===== config.mk =====
export PLATFORM = sky130hd
export DESIGN_NAME = enemy_fire_scheduler_flat
export DESIGN_NICKNAME = d
export VERILOG_FILES = /design/src/rtl/enemy_fire_scheduler_if.sv /design/src/rtl/enemy_fire_scheduler.sv /design/src/flat_wrapper.sv
export SDC_FILE = /design/constraint.sdc
export NUM_CORES = 1
export LEC_CHECK = 0
export ABC_AREA = 0
export CORE_MARGIN = 5
export CORE_UTILIZATION = 50
export DETAILED_ROUTE_END_ITERATION = 12
export DONT_BUFFER_PORTS = 1
export PLACE_DENSITY = 0.68
export SYNTH_ARGS = -nofsm -noshare
export SYNTH_HDL_FRONTEND = slang
export SYNTH_SLANG_ARGS = --single-unit

===== constraint.sdc =====
create_clock -name clk -period 4.6 [get_ports clk]
set_clock_uncertainty 0.2 [all_clocks]
set_input_delay 0.69 -clock clk [delete_from_list [all_inputs] [get_ports clk]]
set_output_delay 0.69 -clock clk [all_outputs]
set_load 0.03 [all_outputs]

===== src/rtl/enemy_fire_scheduler_if.sv =====
// Bus between the level/enemy logic and the shared enemy-missile fire scheduler.
// The master drives enemy requests and slot releases; the slave returns grants and slot state.
interface enemy_fire_scheduler_if #(
   parameter int unsigned NE    = 16,
   parameter int unsigned NSLOT = 4
);
   localparam int unsigned SW = (NSLOT > 1) ? $clog2(NSLOT) : 1;

   logic             frame_tick;
   logic             enable;
   logic             reset_ships;
   logic [2:0]       current_level;
   logic [NE-1:0]    eship_en;
   logic [NE-1:0]    fire_req;
   logic [NSLOT-1:0] msl_done;
   logic [NE-1:0]    fire_grant;
   logic [SW-1:0]    grant_slot;
   logic [NSLOT-1:0] slot_busy;
   logic [7:0]       shot_count;

   modport master (
      output frame_tick, enable, reset_ships, current_level, eship_en, fire_req, msl_done,
      input  fire_grant, grant_slot, slot_busy, shot_count
   );

   modport slave (
      input  frame_tick, enable, reset_ships, current_level, eship_en, fire_req, msl_done,
      output fire_grant, grant_slot, slot_busy, shot_count
   );
endinterface


===== src/rtl/enemy_fire_scheduler.sv =====
// Paces enemy fire: a level-dependent frame cooldown, then a round-robin pick among
// live requesting enemies, each shot bound to the lowest free missile slot.
module enemy_fire_scheduler #(
   parameter int unsigned NE    = 16,
   parameter int unsigned NSLOT = 4
) (
   input  logic                  clk,
   input  logic                  reset_n,
   enemy_fire_scheduler_if.slave bus
);
   localparam int unsigned WW = (NE > 1) ? $clog2(NE) : 1;
   localparam int unsigned SW = (NSLOT > 1) ? $clog2(NSLOT) : 1;
   localparam int unsigned CW = 6;

   typedef enum logic [1:0] {IDLE, COOLDOWN, ARB, GRANT} state_t;

   state_t           state_q, state_d;
   logic [CW-1:0]    cnt_q, cnt_d;
   logic [NSLOT-1:0] busy_q, busy_d;
   logic [WW-1:0]    last_q, last_d;
   logic [7:0]       shot_q, shot_d;
   logic [WW-1:0]    win_q;
   logic [SW-1:0]    slot_q;
   logic [NE-1:0]    grant_q;

   logic [NE-1:0]    valid_c;
   logic [WW-1:0]    win_c;
   logic             win_found_c;
   logic [SW-1:0]    slot_c;
   logic             slot_free_c;
   logic [CW-1:0]    reload_c;
   logic             take_c;

   // Round-robin winner after the last shooter, and lowest free slot
   always_comb begin
      int unsigned idx;
      valid_c     = bus.fire_req & bus.eship_en;
      win_c       = last_q;
      win_found_c = 1'b0;
      idx         = 0;
      for (int unsigned k = 1; k <= NE; k++) begin
         idx = 32'(last_q) + k;
         if (idx >= NE) idx = idx - NE;
         if (!win_found_c && valid_c[WW'(idx)]) begin
            win_c       = WW'(idx);
            win_found_c = 1'b1;
         end
      end
      slot_c      = '0;
      slot_free_c = 1'b0;
      for (int unsigned i = 0; i < NSLOT; i++) begin
         if (!slot_free_c && !busy_q[SW'(i)]) begin
            slot_c      = SW'(i);
            slot_free_c = 1'b1;
         end
      end
   end

   // Cooldown length in frames; later levels shoot more often
   always_comb begin
      case (bus.current_level)
         3'd0:    reload_c = CW'(48);
         3'd1:    reload_c = CW'(32);
         default: reload_c = CW'(16);
      endcase
   end

   // Next state; ResetShips outranks Enable, which outranks normal sequencing
   always_comb begin
      state_d = state_q;
      cnt_d   = cnt_q;
      take_c  = 1'b0;
      busy_d  = busy_q & ~bus.msl_done;
      last_d  = last_q;
      shot_d  = shot_q;
      case (state_q)
         IDLE: begin
            if (bus.enable) begin
               state_d = COOLDOWN;
               cnt_d   = reload_c;
            end
         end
         COOLDOWN: begin
            if (cnt_q == '0)         state_d = ARB;
            else if (bus.frame_tick) cnt_d   = cnt_q - CW'(1);
         end
         ARB: begin
            if (valid_c != '0 && slot_free_c) begin
               state_d = GRANT;
               take_c  = 1'b1;
            end
         end
         GRANT: begin
            state_d        = COOLDOWN;
            cnt_d          = reload_c;
            busy_d[slot_q] = 1'b1;
            last_d         = win_q;
            if (shot_q != 8'hFF) shot_d = shot_q + 8'd1;
         end
         default: state_d = IDLE;
      endcase
      if (!bus.enable) begin
         state_d = IDLE;
         take_c  = 1'b0;
      end
      if (bus.reset_ships) begin
         state_d = IDLE;
         take_c  = 1'b0;
         cnt_d   = '0;
         busy_d  = '0;
         last_d  = WW'(NE - 1);
         shot_d  = '0;
      end
   end

   always_ff @(posedge clk or negedge reset_n) begin
      if (!reset_n) begin
         state_q <= IDLE;
         cnt_q   <= '0;
         busy_q  <= '0;
         last_q  <= WW'(NE - 1);
         shot_q  <= '0;
         win_q   <= '0;
         slot_q  <= '0;
         grant_q <= '0;
      end else begin
         state_q <= state_d;
         cnt_q   <= cnt_d;
         busy_q  <= busy_d;
         last_q  <= last_d;
         shot_q  <= shot_d;
         grant_q <= '0;
         if (take_c) begin
            win_q   <= win_c;
            slot_q  <= slot_c;
            grant_q <= NE'(1) << win_c;
         end
      end
   end

   assign bus.fire_grant = grant_q;
   assign bus.grant_slot = slot_q;
   assign bus.slot_busy  = busy_q;
   assign bus.shot_count = shot_q;
endmodule


===== src/flat_wrapper.sv =====
// flat-port wrapper written by rule: the top's interface ports become plain ports
module enemy_fire_scheduler_flat 
#(
   parameter int unsigned NE    = 16,
   parameter int unsigned NSLOT = 4
)
  (clk, reset_n, bus_frame_tick, bus_enable, bus_reset_ships, bus_current_level, bus_eship_en, bus_fire_req, bus_msl_done, bus_fire_grant, bus_grant_slot, bus_slot_busy, bus_shot_count);
  enemy_fire_scheduler_if #(.NE(NE), .NSLOT(NSLOT)) bus_i ();
  input  logic clk;
  input  logic reset_n;
  input wire logic [$bits(bus_i.frame_tick)-1:0] bus_frame_tick;
  input wire logic [$bits(bus_i.enable)-1:0] bus_enable;
  input wire logic [$bits(bus_i.reset_ships)-1:0] bus_reset_ships;
  input wire logic [$bits(bus_i.current_level)-1:0] bus_current_level;
  input wire logic [$bits(bus_i.eship_en)-1:0] bus_eship_en;
  input wire logic [$bits(bus_i.fire_req)-1:0] bus_fire_req;
  input wire logic [$bits(bus_i.msl_done)-1:0] bus_msl_done;
  output wire logic [$bits(bus_i.fire_grant)-1:0] bus_fire_grant;
  output wire logic [$bits(bus_i.grant_slot)-1:0] bus_grant_slot;
  output wire logic [$bits(bus_i.slot_busy)-1:0] bus_slot_busy;
  output wire logic [$bits(bus_i.shot_count)-1:0] bus_shot_count;
  assign bus_i.frame_tick = bus_frame_tick;
  assign bus_i.enable = bus_enable;
  assign bus_i.reset_ships = bus_reset_ships;
  assign bus_i.current_level = bus_current_level;
  assign bus_i.eship_en = bus_eship_en;
  assign bus_i.fire_req = bus_fire_req;
  assign bus_i.msl_done = bus_msl_done;
  assign bus_fire_grant = bus_i.fire_grant;
  assign bus_grant_slot = bus_i.grant_slot;
  assign bus_slot_busy = bus_i.slot_busy;
  assign bus_shot_count = bus_i.shot_count;
  enemy_fire_scheduler #(.NE(NE), .NSLOT(NSLOT)) u_core (.clk(clk), .reset_n(reset_n), .bus(bus_i));
endmodule

==> results.json, run 1 <==
{
  "status": "complete, no violations",
  "worst_ir_drop_vdd_mv": 0.174,
  "num_rows": 36,
  "grt_pass1_vias": 4535,
  "fin_crit_ns": 4.34,
  "coreArea_sq_um": 9680,
  "cap_violations": 0,
  "timing.final.crit_share_pct": 94.4,
  "routed_wl_microns": 14500,
  "final_nets": 627,
  "dr_wl_met3_microns": 1220,
  "gp_congestion": 1.08,
  "synth-edff-count": 0,
  "synth_compound_area_share_pct": 22.0,
  "syn_avg_cell_area_sq_um": 8.54,
  "synth_area_sq_um": 4910,
  "drv_slew": 0,
  "final-setup-viol-count": 0,
  "final_core_util_pct": 53.9,
  "antenna_found_initial": 0,
  "dp_hpwl_microns": 11100,
  "drt_pre_antenna_iters": 5,
  "top_layer": "met4",
  "cts_buffers": 5,
  "die_h_microns": 109,
  "final-hold-violation-count": 0,
  "crit_path_end_kind": "flip-flop",
  "totalPowerFinal_mw": 1.29,
  "syn_inst": 575,
  "syn_nets": 633,
  "cts_tree": "yes",
  "wl_per_cell_microns": 20.6,
  "design_area_sq_um": 5220,
  "grt_setup_unrepaired": "no",
  "yosysSeqAreaShare_pct": 23.5,
  "clkSlewWorstSetupHoldPaths_ns": 0.09,
  "grt_max_degree": 82,
  "drive_above_1_share_pct": 15.1,
  "die_w_microns": 109,
  "synth_fa_ha_area_share_pct": 3.57,
  "via_per_inst": 6.73,
  "die-area_sq_um": 11900,
  "area_growth_pct": 6.22,
  "hp-class": "input pin to async pin",
  "p_leak_nw": 1.95,
  "cts_htree_levels": 2,
  "synthMuxAreaShare_pct": 12.9,
  "synth_warnings": 0,
  "dp.cells": 694,
  "antenna_cells": 0,
  "ios": 74,
  "post-place-ws_ns": -0.0166,
  "path_class": "flip-flop to flip-flop",
  "synth_xor_area_share_pct": 3.36,
  "initial_core_util_pct": 50.7,
  "io_buffers": 0,
  "cp.required_ns": 4.56,
  "dr.first_iter.drc_count": 317,
  "ys.flop_type": "dfrtp_1",
  "drt-met1-wl_microns": 6400,
  "wl_met2_microns": 6500,
  "p_per_area_nw_per_um2": 248,
  "grtUsageTotal_pct": 24.9,
  "gr-total-overflow": 0,
  "dpl-instance-area_sq_um": 5040,
  "startpoint_type": "flip-flop",
  "cp.arrival_ns": 4.31,
  "synth_top_family_by_area": "simple AND/OR/NAND/NOR gates",
  "vias": 4730,
  "setup_tns_ns": 0,
  "holdWs_ns": 0.0270,
  "setup_slack_ns": 0.256,
  "final_antenna_net_count": 0,
  "max_freq_mhz": 230,
  "max_slew_margin_pct": 54.8,
  "synth-simple-area-share_pct": 29.4,
  "grt_pass1_wl_microns": 23600,
  "numClockSinks": 46,
  "async_flop_share_pct": 100,
  "instances_no_fill": 703,
  "tightest_slew_ns": 0.673,
  "fillers": 929,
  "synth_cell_types": 79,
  "clockBufferDepth": 2,
  "drc_errors": 0,
  "cts_root_buf": "clkbuf_8",
  "critPathMaxFanout": 13,
  "synth_seq_cells": 46,
  "clk_latency_ns": 0.30
}
## cell type report
| cell class | instances | area [sq um] | share of cell area, % |
|---|---|---|---|
| sequential | 46 | 1160 | 22.2 |
| multi-input combinational | 477 | 3530 | 67.8 |
| timing repair buffer | 20 | 175 | 3.36 |
| clock buffer | 5 | 68.8 | 1.32 |
| tap | 133 | 166 | 3.19 |
| clock inverter | 3 | 43.8 | 0.840 |
| inverter | 19 | 71.3 | 1.37 |
## metal layers
layer	up-vias	GRT usage, %
met5	-	0
met4	0	6.13
met3	36	4.56
met2	221	39.4
met1	2268	35.0
li1	2205	-
## path summary, 6_finish.rpt
| kind | from | end | cells after the start | slack (ns) |
|---|---|---|---|---|
| max in group asynchronous | reset_n | u_core.state_q[0]$_DFFE_PN0P_ | 1 | 3.97 |
| setup / recovery | u_core.last_q[1]$_DFFE_PN1P_ | u_core.win_q[0]$_DFFE_PN0P_ | 13 | 0.26 |
| hold / removal | reset_n | u_core.last_q[2]$_DFFE_PN1P_ | 0 | 0.03 |
| setup reg to reg | u_core.last_q[1]$_DFFE_PN1P_ | u_core.win_q[0]$_DFFE_PN0P_ | 13 | 0.26 |
| min in group clk | bus_reset_ships | u_core.cnt_q[1]$_DFFE_PN0P_ | 1 | 0.24 |
| hold reg to reg | u_core.win_q[0]$_DFFE_PN0P_ | u_core.win_q[0]$_DFFE_PN0P_ | 2 | 0.34 |
## cells by family (layout without fill, tap and decap cells)
group / count (synthesis) / in the layout
AND/OR/NAND/NOR: 248 / 248
XOR/XNOR: 18 / 18
buffers and inverters: 52 / 47
adder cells (fa/ha/maj): 14 / 14
AO/OA/AOI/OAI: 155 / 155
multiplexers: 42 / 42
flip-flops: 46 / 46
## sequential cells by signal, summed over array words and instances, names as in the netlist
name and cells:
u_core.bus.fire_grant 16, u_core.bus.shot_count 8, u_core.cnt_q 6, u_core.bus.slot_busy 4, u_core.last_q 4, u_core.win_q 4
u_core.bus.grant_slot 2, u_core.state_q 2
## worst max-delay path, stage by stage (launching register included)
cell     delay (ns)
dfstp_2        0.61
inv_1          0.15
ha_2           0.38
buf_4          0.20
or4bb_1        0.47
and4_1         0.25
o22a_1         0.22
o21a_1         0.16
and3_1         0.27
and2_4         0.20
a31o_1         0.24
nor3_4         0.25
mux2i_4        0.48
o21ai_1        0.13
## synth_stat cells, types with 5 or more instances
cell type,n,area (sq um)
nand4_1,26,163
mux4_2,13,293
o31a_1,7,61.3
dfrtp_1,42,1050
clkbuf_1,14,52.6
buf_6,5,56.3
a31oi_1,7,43.8
or3_1,5,31.3
nand3_1,23,115
o21ai_1,11,55.1
ha_1,14,175
and2_1,7,43.8
mux2_2,9,101
mux2i_1,15,150
nor3_1,10,50.1
a21oi_1,26,130
inv_1,18,67.6
buf_2,9,45.0
xor2_1,7,61.3
nor2b_1,6,37.5
a221oi_1,7,61.3
xnor2_1,10,87.6
nor4b_2,6,90.1
nand4b_1,14,123
o2111ai_1,13,114
o211ai_1,14,105
nor2_1,47,176
o21a_1,10,75.1
o22ai_1,7,43.8
nand2_1,65,244
o21ai_0,22,110
## repair_timing
action | CTS | global route
gates cloned | 0 | 0
buffers inserted | 0 | 0
hold buffers | 1 | 0
gates resized for setup | 1 | 6
endpoints found under the hold margin | 42 | 0
endpoints found under the setup margin | 3 | 20
pin swaps | 0 | 1
## where the power goes
part / switching [mW] / internal, mW
clock network: 0.140 / 0.163
registers: 0.0526 / 0.435
logic: 0.309 / 0.196
## cells in the final DEF, fill, tap and decap left out, types with 4 or more instances in the layout
cell type	Yosys	routed
nand2_1	65	65
nor2_1	47	47
dfrtp_1	42	42
a21oi_1	26	26
nand4_1	26	26
nand3_1	23	23
o21ai_0	22	22
inv_1	18	18
buf_4	4	18
mux2i_1	15	15
o211ai_1	14	14
nand4b_1	14	14
mux4_2	13	13
o2111ai_1	13	13
ha_1	14	12
o21ai_1	11	11
nor3_1	10	10
xnor2_1	10	10
o21a_1	10	10
mux2_2	9	9
a31oi_1	7	7
and2_1	7	7
o22ai_1	7	7
xor2_1	7	7
nor2b_1	6	6
o31a_1	7	6
a221oi_1	7	6
nor4b_2	6	6
or3_1	5	5
clkbuf_8	0	5
a32oi_1	4	4
nor4b_1	4	4
nor4_1	4	4
nor4_2	4	4
dfstp_2	4	4
Note: power is estimated with default switching activity, not from simulation.
==> run 2, diff against run 1 <==
--- a/config.mk
+++ b/config.mk
@@ -6,8 +6,10 @@
 export NUM_CORES = 1
 export LEC_CHECK = 0
 export ABC_AREA = 0
+export CAP_MARGIN = 5
 export CORE_MARGIN = 5
 export CORE_UTILIZATION = 50
+export CTS_CLUSTER_DIAMETER = 100
 export DETAILED_ROUTE_END_ITERATION = 12
 export DONT_BUFFER_PORTS = 1
 export PLACE_DENSITY = 0.68
==> results of run 2 <==
Final layout, timing and power as in run 1 (identical DEF).
